===== src/rtl/pipeline_stall_controller_pkg.sv =====
// Shared types and constants for the pipeline stall/flush sequencer.
package pipe_ctrl_pkg;

  typedef enum logic [1:0] {
    RUN      = 2'd0,
    MC_BUSY  = 2'd1,
    MEM_WAIT = 2'd2
  } ctrl_state_t;

  localparam int REG_ADDR_W_DEF = 5;
  localparam int X0_IDX         = 0;

endpackage


===== src/rtl/pipeline_stall_controller_if.sv =====
// Hazard inputs from ID/EX/MEM and the register enable/flush bundle back to the pipe.
interface pipeline_stall_controller_if
  import pipe_ctrl_pkg::*;
#(
  parameter int REG_ADDR_W  = REG_ADDR_W_DEF,
  parameter int STALL_CNT_W = 32,
  parameter int FLUSH_CNT_W = 16
);
  logic [REG_ADDR_W-1:0]  id_rs1;
  logic [REG_ADDR_W-1:0]  id_rs2;
  logic                   id_uses_rs1;
  logic                   id_uses_rs2;
  logic                   ex_mem_read;
  logic [REG_ADDR_W-1:0]  ex_rd;
  logic                   ex_branch_taken;
  logic                   ex_mc_start;
  logic                   mc_done;
  logic                   mem_req;
  logic                   mem_ready;

  logic                   pc_en;
  logic                   if_id_en;
  logic                   id_ex_en;
  logic                   ex_mem_en;
  logic                   mem_wb_en;
  logic                   if_id_flush;
  logic                   id_ex_flush;
  logic                   mem_wb_flush;
  logic [1:0]             ctrl_state;
  logic                   mc_timeout;
  logic [STALL_CNT_W-1:0] stall_cycles;
  logic [FLUSH_CNT_W-1:0] flush_events;

  modport master (
    output id_rs1, id_rs2, id_uses_rs1, id_uses_rs2, ex_mem_read, ex_rd,
           ex_branch_taken, ex_mc_start, mc_done, mem_req, mem_ready,
    input  pc_en, if_id_en, id_ex_en, ex_mem_en, mem_wb_en,
           if_id_flush, id_ex_flush, mem_wb_flush,
           ctrl_state, mc_timeout, stall_cycles, flush_events
  );

  modport slave (
    input  id_rs1, id_rs2, id_uses_rs1, id_uses_rs2, ex_mem_read, ex_rd,
           ex_branch_taken, ex_mc_start, mc_done, mem_req, mem_ready,
    output pc_en, if_id_en, id_ex_en, ex_mem_en, mem_wb_en,
           if_id_flush, id_ex_flush, mem_wb_flush,
           ctrl_state, mc_timeout, stall_cycles, flush_events
  );
endinterface


===== src/rtl/pipeline_stall_controller_load_use_detect.sv =====
// Load-use hazard: the load in EX writes a register the ID instruction actually reads.
module load_use_detect
  import pipe_ctrl_pkg::*;
#(
  parameter int REG_ADDR_W = REG_ADDR_W_DEF
) (
  input  logic                  i_ex_mem_read,
  input  logic [REG_ADDR_W-1:0] i_ex_rd,
  input  logic [REG_ADDR_W-1:0] i_id_rs1,
  input  logic [REG_ADDR_W-1:0] i_id_rs2,
  input  logic                  i_id_uses_rs1,
  input  logic                  i_id_uses_rs2,
  output logic                  o_hazard
);
  logic w_rd_live;
  logic w_rs1_hit;
  logic w_rs2_hit;

  // x0 is hardwired to zero, so a load targeting it never produces a dependency.
  assign w_rd_live = (i_ex_rd != REG_ADDR_W'(X0_IDX));
  assign w_rs1_hit = i_id_uses_rs1 && (i_id_rs1 == i_ex_rd);
  assign w_rs2_hit = i_id_uses_rs2 && (i_id_rs2 == i_ex_rd);
  assign o_hazard  = i_ex_mem_read && w_rd_live && (w_rs1_hit || w_rs2_hit);
endmodule


===== src/rtl/pipeline_stall_controller.sv =====
// Pipeline enable/flush sequencer: load-use stalls, multicycle and memory freezes,
// branch squashes, plus saturating stall/flush counters and a sticky multicycle timeout.
module pipeline_stall_controller
  import pipe_ctrl_pkg::*;
#(
  parameter int REG_ADDR_W  = REG_ADDR_W_DEF,
  parameter int MC_TIMEOUT  = 64,
  parameter int STALL_CNT_W = 32,
  parameter int FLUSH_CNT_W = 16
) (
  input logic                        clk,
  input logic                        reset,
  pipeline_stall_controller_if.slave bus
);
  localparam logic [1:0] S_RUN      = RUN;
  localparam logic [1:0] S_MC_BUSY  = MC_BUSY;
  localparam logic [1:0] S_MEM_WAIT = MEM_WAIT;
  localparam int         MC_W       = (MC_TIMEOUT > 1) ? $clog2(MC_TIMEOUT) : 1;
  localparam logic [MC_W-1:0] MC_LAST = MC_W'(MC_TIMEOUT - 1);

  logic [1:0]             r_state;
  logic [MC_W-1:0]        r_mc_cnt;
  logic [STALL_CNT_W-1:0] r_stall_cycles;
  logic [FLUSH_CNT_W-1:0] r_flush_events;
  logic                   r_mc_timeout;

  logic       w_hazard;
  logic       w_mem_wait;
  logic [1:0] w_next;
  logic       w_freeze;
  logic       w_lu_stall;
  logic       w_br_flush;
  logic       w_cnt_clr;
  logic       w_cnt_inc;
  logic       w_to_set;
  logic       w_pc_en;

  load_use_detect #(.REG_ADDR_W(REG_ADDR_W)) u_load_use (
    .i_ex_mem_read (bus.ex_mem_read),
    .i_ex_rd       (bus.ex_rd),
    .i_id_rs1      (bus.id_rs1),
    .i_id_rs2      (bus.id_rs2),
    .i_id_uses_rs1 (bus.id_uses_rs1),
    .i_id_uses_rs2 (bus.id_uses_rs2),
    .o_hazard      (w_hazard)
  );

  assign w_mem_wait = bus.mem_req && !bus.mem_ready;

  always_comb begin
    // NOTE: every signal gets a default before the case so no path can infer a latch.
    w_next     = r_state;
    w_freeze   = 1'b0;
    w_lu_stall = 1'b0;
    w_br_flush = 1'b0;
    w_cnt_clr  = 1'b0;
    w_cnt_inc  = 1'b0;
    w_to_set   = 1'b0;
    case (r_state)
      S_MC_BUSY: begin
        // A memory wait here is ignored: the pipe is already frozen and RUN re-evaluates it.
        if (bus.mc_done) begin
          w_next = S_RUN;
        end else if (r_mc_cnt == MC_LAST) begin
          w_next   = S_RUN;
          w_to_set = 1'b1;
        end else begin
          w_freeze  = 1'b1;
          w_cnt_inc = 1'b1;
        end
      end
      S_MEM_WAIT: begin
        if (bus.mem_ready) w_next = S_RUN;
        else               w_freeze = 1'b1;
      end
      default: begin
        w_next = S_RUN;
        if (w_mem_wait) begin
          w_freeze = 1'b1;
          w_next   = S_MEM_WAIT;
        end else if (bus.ex_mc_start) begin
          w_freeze  = 1'b1;
          w_next    = S_MC_BUSY;
          w_cnt_clr = 1'b1;
        end else if (bus.ex_branch_taken) begin
          w_br_flush = 1'b1;
        end else if (w_hazard) begin
          w_lu_stall = 1'b1;
        end
      end
    endcase
  end

  // Everything is forced low while reset is held, independent of the clock.
  assign w_pc_en          = reset && !w_freeze && !w_lu_stall;
  assign bus.pc_en        = w_pc_en;
  assign bus.if_id_en     = w_pc_en;
  assign bus.id_ex_en     = reset && !w_freeze;
  assign bus.ex_mem_en    = reset && !w_freeze;
  assign bus.mem_wb_en    = reset;
  assign bus.if_id_flush  = reset && w_br_flush;
  assign bus.id_ex_flush  = reset && (w_br_flush || w_lu_stall);
  assign bus.mem_wb_flush = reset && w_freeze;
  assign bus.ctrl_state   = r_state;
  assign bus.mc_timeout   = r_mc_timeout;
  assign bus.stall_cycles = r_stall_cycles;
  assign bus.flush_events = r_flush_events;

  always_ff @(posedge clk or negedge reset) begin
    if (!reset) begin
      r_state        <= S_RUN;
      r_mc_cnt       <= '0;
      r_stall_cycles <= '0;
      r_flush_events <= '0;
      r_mc_timeout   <= 1'b0;
    end else begin
      // NOTE: non-blocking assignments keep every register sampling pre-edge values.
      r_state <= w_next;
      if (w_cnt_clr)      r_mc_cnt <= '0;
      else if (w_cnt_inc) r_mc_cnt <= r_mc_cnt + MC_W'(1);
      if (!w_pc_en && (r_stall_cycles != '1))
        r_stall_cycles <= r_stall_cycles + STALL_CNT_W'(1);
      if (w_br_flush && (r_flush_events != '1))
        r_flush_events <= r_flush_events + FLUSH_CNT_W'(1);
      if (w_to_set) r_mc_timeout <= 1'b1;
    end
  end
endmodule


===== src/flat_wrapper.sv =====
// flat-port wrapper written by rule: the top's interface ports become plain ports
module pipeline_stall_controller_flat import pipe_ctrl_pkg::*;
#(
  parameter int REG_ADDR_W  = REG_ADDR_W_DEF,
  parameter int MC_TIMEOUT  = 64,
  parameter int STALL_CNT_W = 32,
  parameter int FLUSH_CNT_W = 16
)
  (clk, reset, bus_id_rs1, bus_id_rs2, bus_id_uses_rs1, bus_id_uses_rs2, bus_ex_mem_read, bus_ex_rd, bus_ex_branch_taken, bus_ex_mc_start, bus_mc_done, bus_mem_req, bus_mem_ready, bus_pc_en, bus_if_id_en, bus_id_ex_en, bus_ex_mem_en, bus_mem_wb_en, bus_if_id_flush, bus_id_ex_flush, bus_mem_wb_flush, bus_ctrl_state, bus_mc_timeout, bus_stall_cycles, bus_flush_events);
  pipeline_stall_controller_if #(.REG_ADDR_W(REG_ADDR_W), .STALL_CNT_W(STALL_CNT_W), .FLUSH_CNT_W(FLUSH_CNT_W)) bus_i ();
  input logic clk;
  input logic reset;
  input wire logic [$bits(bus_i.id_rs1)-1:0] bus_id_rs1;
  input wire logic [$bits(bus_i.id_rs2)-1:0] bus_id_rs2;
  input wire logic [$bits(bus_i.id_uses_rs1)-1:0] bus_id_uses_rs1;
  input wire logic [$bits(bus_i.id_uses_rs2)-1:0] bus_id_uses_rs2;
  input wire logic [$bits(bus_i.ex_mem_read)-1:0] bus_ex_mem_read;
  input wire logic [$bits(bus_i.ex_rd)-1:0] bus_ex_rd;
  input wire logic [$bits(bus_i.ex_branch_taken)-1:0] bus_ex_branch_taken;
  input wire logic [$bits(bus_i.ex_mc_start)-1:0] bus_ex_mc_start;
  input wire logic [$bits(bus_i.mc_done)-1:0] bus_mc_done;
  input wire logic [$bits(bus_i.mem_req)-1:0] bus_mem_req;
  input wire logic [$bits(bus_i.mem_ready)-1:0] bus_mem_ready;
  output wire logic [$bits(bus_i.pc_en)-1:0] bus_pc_en;
  output wire logic [$bits(bus_i.if_id_en)-1:0] bus_if_id_en;
  output wire logic [$bits(bus_i.id_ex_en)-1:0] bus_id_ex_en;
  output wire logic [$bits(bus_i.ex_mem_en)-1:0] bus_ex_mem_en;
  output wire logic [$bits(bus_i.mem_wb_en)-1:0] bus_mem_wb_en;
  output wire logic [$bits(bus_i.if_id_flush)-1:0] bus_if_id_flush;
  output wire logic [$bits(bus_i.id_ex_flush)-1:0] bus_id_ex_flush;
  output wire logic [$bits(bus_i.mem_wb_flush)-1:0] bus_mem_wb_flush;
  output wire logic [$bits(bus_i.ctrl_state)-1:0] bus_ctrl_state;
  output wire logic [$bits(bus_i.mc_timeout)-1:0] bus_mc_timeout;
  output wire logic [$bits(bus_i.stall_cycles)-1:0] bus_stall_cycles;
  output wire logic [$bits(bus_i.flush_events)-1:0] bus_flush_events;
  assign bus_i.id_rs1 = bus_id_rs1;
  assign bus_i.id_rs2 = bus_id_rs2;
  assign bus_i.id_uses_rs1 = bus_id_uses_rs1;
  assign bus_i.id_uses_rs2 = bus_id_uses_rs2;
  assign bus_i.ex_mem_read = bus_ex_mem_read;
  assign bus_i.ex_rd = bus_ex_rd;
  assign bus_i.ex_branch_taken = bus_ex_branch_taken;
  assign bus_i.ex_mc_start = bus_ex_mc_start;
  assign bus_i.mc_done = bus_mc_done;
  assign bus_i.mem_req = bus_mem_req;
  assign bus_i.mem_ready = bus_mem_ready;
  assign bus_pc_en = bus_i.pc_en;
  assign bus_if_id_en = bus_i.if_id_en;
  assign bus_id_ex_en = bus_i.id_ex_en;
  assign bus_ex_mem_en = bus_i.ex_mem_en;
  assign bus_mem_wb_en = bus_i.mem_wb_en;
  assign bus_if_id_flush = bus_i.if_id_flush;
  assign bus_id_ex_flush = bus_i.id_ex_flush;
  assign bus_mem_wb_flush = bus_i.mem_wb_flush;
  assign bus_ctrl_state = bus_i.ctrl_state;
  assign bus_mc_timeout = bus_i.mc_timeout;
  assign bus_stall_cycles = bus_i.stall_cycles;
  assign bus_flush_events = bus_i.flush_events;
  pipeline_stall_controller #(.REG_ADDR_W(REG_ADDR_W), .MC_TIMEOUT(MC_TIMEOUT), .STALL_CNT_W(STALL_CNT_W), .FLUSH_CNT_W(FLUSH_CNT_W)) u_core (.clk(clk), .reset(reset), .bus(bus_i));
endmodule

===== config.mk =====
export PLATFORM = sky130hd
export DESIGN_NAME = pipeline_stall_controller_flat
export DESIGN_NICKNAME = d
export VERILOG_FILES = /design/src/rtl/pipeline_stall_controller_pkg.sv /design/src/rtl/pipeline_stall_controller_if.sv /design/src/rtl/pipeline_stall_controller_load_use_detect.sv /design/src/rtl/pipeline_stall_controller.sv /design/src/flat_wrapper.sv
export SDC_FILE = /design/constraint.sdc
export NUM_CORES = 1
export LEC_CHECK = 0
export BUFFER_PORTS_ARGS = -buffer_cell sky130_fd_sc_hd__buf_2
export CORE_MARGIN = 2
export CORE_UTILIZATION = 53
export DETAILED_ROUTE_END_ITERATION = 8
export GPL_ROUTABILITY_DRIVEN = 0
export HOLD_SLACK_MARGIN = 0.08
export PLACE_DENSITY_LB_ADDON = 0.25
export SETUP_SLACK_MARGIN = 0.2
export SLEW_MARGIN = 20
export SYNTH_ARGS = -nofsm -noshare
export SYNTH_HDL_FRONTEND = slang
export SYNTH_HIERARCHICAL = 1
export SYNTH_SLANG_ARGS = --single-unit

===== constraint.sdc =====
create_clock -name clk -period 2.4 [get_ports clk]
set_input_delay 0.36 -clock clk [delete_from_list [all_inputs] [get_ports clk]]
set_output_delay 0.36 -clock clk [all_outputs]
set_load 0.02 [all_outputs]

Yosys cells after proc, flatten, opt, wreduce, memory -nomap -nowiden
Cells that the tools add are included.

cells by class
  add/subtract/negate cells = 3
  reduce and logical (&&, ||, !) cells = 22
  multiplexer cells = 29
  equal/unequal tests = 9

operators by type and width
  operator                                               number
  adder 32 x 1 -> 32 bit, second input constant          1
  inequality test 32 bit, second input constant          1
  2-to-1 mux 1 bit                                       21
  adder 16 x 1 -> 16 bit, second input constant          1
  inequality test 16 bit, second input constant          1
  logical AND 1 bit                                      12
  2-to-1 mux 6 bit                                       2
  == test 5 bit                                          2
  2-to-1 mux 2 bit                                       4
  adder 6 x 1 -> 6 bit, second input constant            1
  == test 6 bit, second input constant                   1
  nonzero test 5 bit                                     1
  zero test 1 bit                                        4
  case mux 2 bit (2 select lines)                        1
  inequality test 3 x 2 -> 1 bit, second input constant  1
  == test 2 x 1 -> 1 bit, second input constant          1
  == test 2 bit, second input constant                   1
  logical OR 1 bit                                       2
  inequality test 2 bit, second input constant           1
  case mux 1 bit (2 select lines)                        1
  AND reduction 2 bit                                    1
  nonzero test 2 bit                                     1
  OR reduction 2 bit                                     1

word-level totals
  register bits after elaboration = 57
  word-level logic and storage cells = 68
  output and inout port bits = 59
  input port bits = 25

Longest topological paths before layout
Gate-level depths: netlist (run 1).

  word-level depth = 13
  mapped depth = 10
  depth with buffers taken out = 9

Cells and area by module
The synthesis (run 1) kept the hierarchy.

modules (own cells, without submodules)
  module                     seq. area each (sq um)  area each (sq um)  cells each  instances
  pipeline_stall_controller  1,426.4                 2,979.1            289         1
  load_use_detect            0.0                     133.9              17          1

Least setup slack after synthesis (run 1)
Ideal clock, no wire load.

  kind = reg-to-reg
  start = reg u_core.r_state[0], in the netlist u_core/bus.ctrl_state[0]
  end = reg u_core.r_flush_events[15], in the netlist u_core/bus.flush_events[15]
  path buffers = 0
  cell stages (with the launch flop) = 8
  arrival time = 2.129 ns
  required time = 2.270 ns
  path slack = 0.140 ns
  setup time = 0.130 ns
  cells stage by stage = dfrtp_1 -> inv_1 -> ha_1 -> nor2b_1 -> nor4b_1 -> o211ai_1 -> or3_1 -> xnor2_1

between the ends
  word-level cells in the longest chain between the ends = 4
  elaborated cells on any way between the ends = 5

ends and longest elaborated chain
  element                                                  RTL line                          text
  from (decl)                                              pipeline_stall_controller.sv:21   logic [1:0] r_state;
  from (signal assigned)                                   pipeline_stall_controller.sv:118  r_state <= w_next;
  == test 2 x 1 -> 1 bit or == test 2 bit (tied branches)  pipeline_stall_controller.sv:59   case (r_state)
  OR reduction 2 bit (no line) (*)                         -
  2-to-1 mux 1 bit (*)                                     pipeline_stall_controller.sv:59
  logical AND 1 bit (*)                                    pipeline_stall_controller.sv:123  if (w_br_flush && (r_flush_events != '1))
  to (signal assigned)                                     pipeline_stall_controller.sv:124  r_flush_events <= r_flush_events + FLUSH_CNT_W'(1);
  to (decl)                                                pipeline_stall_controller.sv:24   logic [FLUSH_CNT_W-1:0] r_flush_events;

Every way passes the cells marked *; elsewhere a longest branch is shown, timed or not.
A chain may end at the register's enable or synchronous reset.

Worst setup path in the final report (run 1)
  start = reg u_core.r_state[1], in the netlist u_core/bus.ctrl_state[1]
  end = out bus_ex_mem_en

between the ends
  word-level cells in the longest chain between the ends = 4
  elaborated cells on any way between the ends = 5

ends and longest elaborated chain
  element                                                  RTL line                         text
  == test 2 bit or == test 2 x 1 -> 1 bit (tied branches)  pipeline_stall_controller.sv:59
  case mux 1 bit (2 select lines) (*)                      pipeline_stall_controller.sv:59
  zero test 1 bit (*)                                      pipeline_stall_controller.sv:99  assign bus.ex_mem_en = reset && !w_freeze;
  logical AND 1 bit (*)                                    pipeline_stall_controller.sv:99
  to (decl)                                                flat_wrapper.sv:27               output wire logic [$bits(bus_i.ex_mem_en)-1:0] bus_ex_mem_en;

Marks and branches as above.

==> flow_summary.json, run 1 <==
{
  "area_growth_pct": 42.52,
  "cp.arrival_ns": 1.86,
  "hpwl_um": 5046,
  "powerDensity_nw_per_um2": 898.1,
  "crit_chain": "buf_6 > inv_4 > ha_4 > nor2b_4 > o21a_1 > nand2b_4 > o21ai_4 > and2_4 > buf_6",
  "grt_max_degree": 45,
  "grt-ovfl-total": 0,
  "cts_buffers": 9,
  "dieHeight_um": 80.64,
  "drv_cap": 0,
  "synth_area_um2": 3113,
  "start_util": 0.5585,
  "cts.root.buffer_cell": "clkbuf_8",
  "hold_violations": 0,
  "max_stage_delay_ns": 0.37,
  "internal_power_mw": 2.464,
  "switchingPower_mw": 1.520,
  "utilization": 0.7960,
  "status": "finished, final reports clean",
  "grt_usage": 0.2471,
  "drive_gt1_frac": 0.4192,
  "p_comb_frac": 0.424,
  "fmax_mhz": 450.0,
  "vias": 2847,
  "yosysUniqueCellTypes": 48,
  "via_per_inst": 5.705,
  "slew_viol_final": 0,
  "synth-async-reset-ratio": 1.000,
  "chipWidth_um": 80.64,
  "grt_first_pass_wirelength_um": 12280,
  "cpMostUsedCell": "buf_6",
  "ys_seq_area_frac": 0.4582,
  "routed_wl_um": 8180,
  "fin_cells": 499,
  "rows": 27,
  "required_ns": 2.04,
  "final_area_um2": 4437,
  "insertion_delay_ns": 0.34,
  "synthCells": 306,
  "antenna_cells": 0,
  "dp.cells": 466,
  "synth_edf_count": 0,
  "place_area_um2": 3686,
  "clkTransAtPathRegs_ns": 0.06,
  "clock_path_buffers": 2,
  "cts_tree": "done",
  "critPathKind": "reg -> out",
  "portBuffers": 83,
  "ys_ff_latch": 57,
  "critPathLaunchType": "register",
  "path_buf_inv": 3,
  "setup_viol": 0,
  "final_common_cell": "buf_2",
  "path_delay_family": "simple AND/OR/NAND/NOR gates",
  "skew_ns": 0.01470,
  "syn_area_per_cell_um2": 10.17,
  "fin_crit_sh": 0.9260,
  "cts_num_sinks": 57,
  "yosys_warnings": 6,
  "nets": 452,
  "power_frac_clock": 0.236,
  "maxSlewHeadroom": 0.6161,
  "synth_ff_type": "dfrtp_1",
  "drcViolationCount": 0,
  "critPathSlowestCell": "dfrtp_1",
  "drt_iter0_drc": 132,
  "final_antenna_net_count": 0,
  "cp_max_fo": 4,
  "rsz0062_at_grt": "true",
  "switching_share": 0.3815,
  "io_pins": 84,
  "leakage_nw": 2.142,
  "multi_input_area_um2": 1899,
  "power_frac_seq": 0.340,
  "layout_common_cells": "74 x buf_2, 53 x dfrtp_1, 49 x xor2_1",
  "ir_drop_v": 0.0006507,
  "hold_class": "in -> reg",
  "grt_pass1_vias": 2699,
  "wire_per_inst_um": 16.39,
  "regArea_um2": 1431,
  "fillCellCount": 357,
  "cp-end-kind": "primary output",
  "syn_nets": 336,
  "h-tree-depth": 3,
  "core_area_um2": 5574,
  "die_area_um2": 6503,
  "firstDrtPassIters": 5,
  "grt_antenna_before_repair": 0,
  "finalCriticalPeriod_ns": 2.222,
  "tightest_slew_ns": 0.5758
}
-- stage by stage --
stage | setup TNS, ns | hold WS, ns | total power [mW] | setup slack (ns)
2_1_floorplan | 0 | 0.06441 | 2.115 | 0.2085
3_3_place_gp | -0.003797 | 0.1994 | 2.522 | -0.003797
3_5_place_dp | -0.1589 | 0.2031 | 2.561 | -0.07600
4_1_cts | 0 | 0.3640 | 3.766 | 0.1657
5_1_grt | 0 | 0.3781 | 4.197 | 0.08392
6_report | 0 | 0.3765 | 3.985 | 0.1776
-- cells in the mapped netlist (4+ instances only) --
| cell | count | area, um^2 |
|---|---|---|
| nor2_1 | 21 | 78.83 |
| xnor2_1 | 8 | 70.07 |
| dfrtp_1 | 57 | 1426 |
| ha_1 | 5 | 62.56 |
| buf_2 | 4 | 20.02 |
| nand4_1 | 14 | 87.58 |
| xor2_1 | 51 | 446.7 |
| nor2b_1 | 5 | 31.28 |
| and3_1 | 9 | 56.30 |
| inv_1 | 8 | 30.03 |
| nor4_2 | 4 | 50.05 |
| nor3_1 | 15 | 75.07 |
| nor4_1 | 12 | 75.07 |
| nand2_1 | 24 | 90.09 |
| nand3_1 | 21 | 105.1 |
-- path summary, 6_finish.rpt --
kind / start / end / slack (ns) / cells after the start
hold reg to reg: u_core/bus.mc_timeout$_DFFE_PN0P_ / u_core/bus.mc_timeout$_DFFE_PN0P_ / 0.46 / 1
setup reg to reg: u_core/bus.stall_cycles[7]$_DFFE_PN0P_ / u_core/bus.stall_cycles[22]$_DFFE_PN0P_ / 0.19 / 6
setup / recovery: u_core/bus.ctrl_state[1]$_DFFE_PN0P_ / bus_ex_mem_en / 0.18 / 9
hold / removal: bus_mc_done / u_core/bus.mc_timeout$_DFFE_PN0P_ / 0.38 / 3
max in group asynchronous: reset / u_core/bus.ctrl_state[0]$_DFFE_PN0P_ / 1.07 / 3
min in group asynchronous: reset / u_core/bus.flush_events[3]$_DFFE_PN0P_ / 0.67 / 3
-- what timing repair did --
item,CTS,global route
endpoints found under the hold margin,4,0
pin swaps,0,23
gates cloned,1,1
hold buffers,2,0
resized for setup,22,59
setup buffers,5,8
setup endpoints to repair,11,31
-- metal layers --
metal  GRT usage  part of all wire
met4     0.08136             0.015
met1      0.2842              0.40
met2      0.4308              0.51
met3     0.08202             0.067
met5           0                 0
-- layout make-up --
class	instances	share of cell area
clock inverter	2	0.007896
inverter	8	0.007332
tap	72	0.02030
sequential	57	0.3226
timing repair buffer	116	0.1748
clock buffer	14	0.03892
multi-input combinational	230	0.4281
-- power by group through the flow --
stage / logic (mW) / clock network (mW) / registers (mW)
after CTS: 1.46 / 0.961 / 1.34
after detailed placement: 1.20 / 0 / 1.36
after global routing: 1.81 / 1.01 / 1.38
final: 1.69 / 0.940 / 1.36
after global placement: 1.17 / 0 / 1.35
after floorplan: 0.594 / 0 / 1.52
-- worst register-to-register path: cells and delay by family, from the launching register on --
kind,cells,cell delay [ns]
XOR/XNOR,1,0.22
buffers and inverters,1,0.18
flip-flops,1,0.43
AND/OR/NAND/NOR,4,1.28
-- cells by family after synthesis --
family                     synth area share
AOI/OAI and AO/OA                   0.03617
xor gates and xnor gates             0.1660
adders and majority gates           0.02010
buffers and inverters               0.03296
muxes                               0.01527
and+or+nand+nor                      0.2713
DFF                                  0.4582
-- registers in the layout (all words and copies together) (netlist names) --
signal,cells
u_core/bus.stall_cycles,32
u_core/bus.flush_events,16
u_core/r_mc_cnt,6
u_core/bus.ctrl_state,2
u_core/bus.mc_timeout,1
No activity file was read; power rests on OpenSTA's default activity.
==> inputs of run 2 (changes only) <==
Settings changed: ABC_AREA set to 1, CORE_UTILIZATION 53 to 55.
==> flow_summary.json, run 2 <==
{
  "chipWidth_um": 87.45,
  "required_ns": 2.04,
  "clkTransAtPathRegs_ns": 0.07,
  "synth_top_area_share": 0.3724,
  "syn_area_per_cell_um2": 6.626,
  "syn_nets": 608,
  "max_stage_delay_ns": 0.43,
  "reg2reg_slack_ns": 0.45,
  "tightest_slew_ns": 0.5108,
  "finalCriticalPeriod_ns": 2.135,
  "antenna_cells": 0,
  "final.setup.tns_ns": 0,
  "pre_cts_ws_ns": 0.4016,
  "yosys_warnings": 6,
  "total_power_mw": 3.522,
  "largest_reg_flops": 32,
  "setup_viol": 0,
  "clock_path_buffers": 2,
  "internal_power_mw": 2.067,
  "start_util": 0.5669,
  "nets": 704,
  "critPathSlowestCell": "dfrtp_1",
  "grt_first_pass_wirelength_um": 16440,
  "synth_area_um2": 3830,
  "ys_seq_area_frac": 0.3724,
  "area_growth_pct": 21.04,
  "grt_pass1_vias": 3719,
  "via_per_inst": 5.262,
  "cts_num_sinks": 57,
  "synth_most_common_cell": "nand2_1",
  "switching_share": 0.4131,
  "yosysUniqueCellTypes": 30,
  "cts_buffers": 9,
  "drcViolationCount": 0,
  "worstSetupStartpoint": "u_core/bus.ctrl_state[1]$_DFFE_PN0P_",
  "critPathLaunchType": "register",
  "final_antenna_net_count": 0,
  "cp.arrival_ns": 1.78,
  "synth_common_cells": "238 x nand2_1, 82 x nor2_1, 57 x dfrtp_1, 50 x nand3_1, 47 x inv_1",
  "synth_ff_type": "dfrtp_1",
  "maxSlewHeadroom": 0.6595,
  "cp_max_fo": 5,
  "hpwl_um": 7313,
  "r2r_start": "u_core/bus.ctrl_state[1]$_DFFE_PN0P_",
  "core_area_um2": 6756,
  "grt_usage": 0.2715,
  "fmax_mhz": 468.3,
  "cts.root.buffer_cell": "clkbuf_8",
  "grt_max_degree": 42,
  "ys_ff_latch": 57,
  "final_common_cell": "nand2_1",
  "grt_antenna_before_repair": 0,
  "powerDensity_nw_per_um2": 759.8,
  "drive_gt1_frac": 0.1959,
  "path_delay_family": "simple AND/OR/NAND/NOR gates",
  "crit_chain": "ha_4 > nand3b_1 > nor2_1 > nand2_1 > nand3_4 > inv_2 > buf_6",
  "hold_class": "in -> reg",
  "drt_iter0_drc": 291,
  "cp-end-kind": "primary output",
  "rsz0062_at_grt": "true",
  "io_pins": 84,
  "leakage_nw": 2.478,
  "grt-ovfl-total": 0,
  "portBuffers": 83,
  "dieHeight_um": 87.45,
  "insertion_delay_ns": 0.35,
  "power_frac_seq": 0.362,
  "yosys.area.top_type": "dfrtp_1",
  "cts_tree": "done",
  "status": "finished, final reports clean",
  "die_area_um2": 7647,
  "synth-async-reset-ratio": 1.000,
  "layout_common_cells": "236 x nand2_1, 82 x nor2_1, 79 x buf_2",
  "rows": 30,
  "wire_per_inst_um": 12.86,
  "path_buf_inv": 2,
  "hold_violations": 0,
  "synthCells": 578,
  "synth_edf_count": 0,
  "ir_drop_v": 0.0006036,
  "fin_crit_sh": 0.8897,
  "fillCellCount": 613,
  "slew_viol_final": 0,
  "p_comb_frac": 0.383,
  "switchingPower_mw": 1.455,
  "drv_cap": 0,
  "min_from": "bus_mc_done",
  "skew_ns": 0.01049,
  "power_frac_clock": 0.254,
  "vias": 3994,
  "routed_wl_um": 9758,
  "critPathKind": "reg -> out",
  "h-tree-depth": 3,
  "firstDrtPassIters": 8,
  "synthTopCellsByArea": "dfrtp_1 37%, nand2_1 23%, nor2_1 8.0%, nand3_1 6.5%, xor2_1 5.0%",
  "worst_slack_ns": 0.2646
}
[run 2: changes by cell type after synthesis, sizes merged, moves of 14 or more]
cell / delta
nor2: +62
inv: +43
nor4: -17
nand2: +217
nand3: +30
nand3b: +14
xor2: -29
[run 2: repair_timing]
item | in CTS | in global routing
setup buffers | 6 | 1
hold endpoints to repair | 16 | 0
pin swaps | 4 | 6
resized for setup | 2 | 14
setup endpoints to repair | 2 | 18
hold buffers | 1 | 0
[run 2: worst register-to-register path, delay by kind of cell, from the launching register on]
family,cells,cell delay (ns)
adder cells (fa/ha/maj),1,0.29
buffers and inverters,2,0.45
flip-flops,1,0.43
AND/OR/NAND/NOR,6,0.72
[run 2: cell families (layout without fill, tap and decap cells)]
group	after synthesis	after routing	share of synthesized area
buffers and inverters	66	167	0.07546
AND/OR/NAND/NOR	403	403	0.4427
AO/OA/AOI/OAI	19	19	0.02907
flip-flops	57	57	0.3724
adder cells (fa/ha/maj)	5	5	0.01633
XOR/XNOR	28	28	0.06403
[run 2: layout make-up]
type	instances	area, um^2	share of cell area
flip-flops and latches	57	1426	0.3077
clock inverters	7	71.32	0.01538
multi-input cells	455	2157	0.4653
inverters	51	193.9	0.04184
clock buffers	9	123.9	0.02672
repair buffers	100	563.0	0.1215
well taps	80	100.1	0.02159
[run 2: metrics by stage]
stage	area, um^2	std cells	hold WS [ns]	util
3_3_place_gp	4315	735	0.4087	0.6387
6_report	4636	759	0.3205	0.6861
5_1_grt	4636	759	0.3417	0.6861
4_1_cts	4576	758	0.3197	0.6772
3_5_place_dp	4315	735	0.4122	0.6387
2_1_floorplan	3831	578	0.06441	-
[run 2: final timing paths]
path / endpoint / depth (start not counted)
max in group asynchronous: u_core/bus.stall_cycles[24]$_DFFE_PN0P_ / 3
max reg2reg: u_core/bus.stall_cycles[1]$_DFFE_PN0P_ / 9
max: bus_if_id_en / 7
min in group asynchronous: u_core/bus.flush_events[13]$_DFFE_PN0P_ / 3
min reg2reg: u_core/bus.mc_timeout$_DFFE_PN0P_ / 2
min: u_core/bus.mc_timeout$_DFFE_PN0P_ / 4
[run 2: power groups by stage]
| stage | registers, mW | logic, mW | clock network [mW] |
|---|---|---|---|
| after floorplan | 1.42 | 0.724 | 0 |
| after global placement | 1.28 | 1.17 | 0 |
| after detailed placement | 1.29 | 1.20 | 0 |
| after CTS | 1.27 | 1.28 | 0.907 |
| after global routing | 1.30 | 1.49 | 0.948 |
| final | 1.28 | 1.35 | 0.896 |
[run 2: metal layers]
metal	part of all wire	track usage	up-vias
met1	0.43	0.3425	1833
met4	0.031	0.1315	0
li1	-	-	1993
met2	0.49	0.4470	139
met5	0	0	-
met3	0.054	0.04929	29
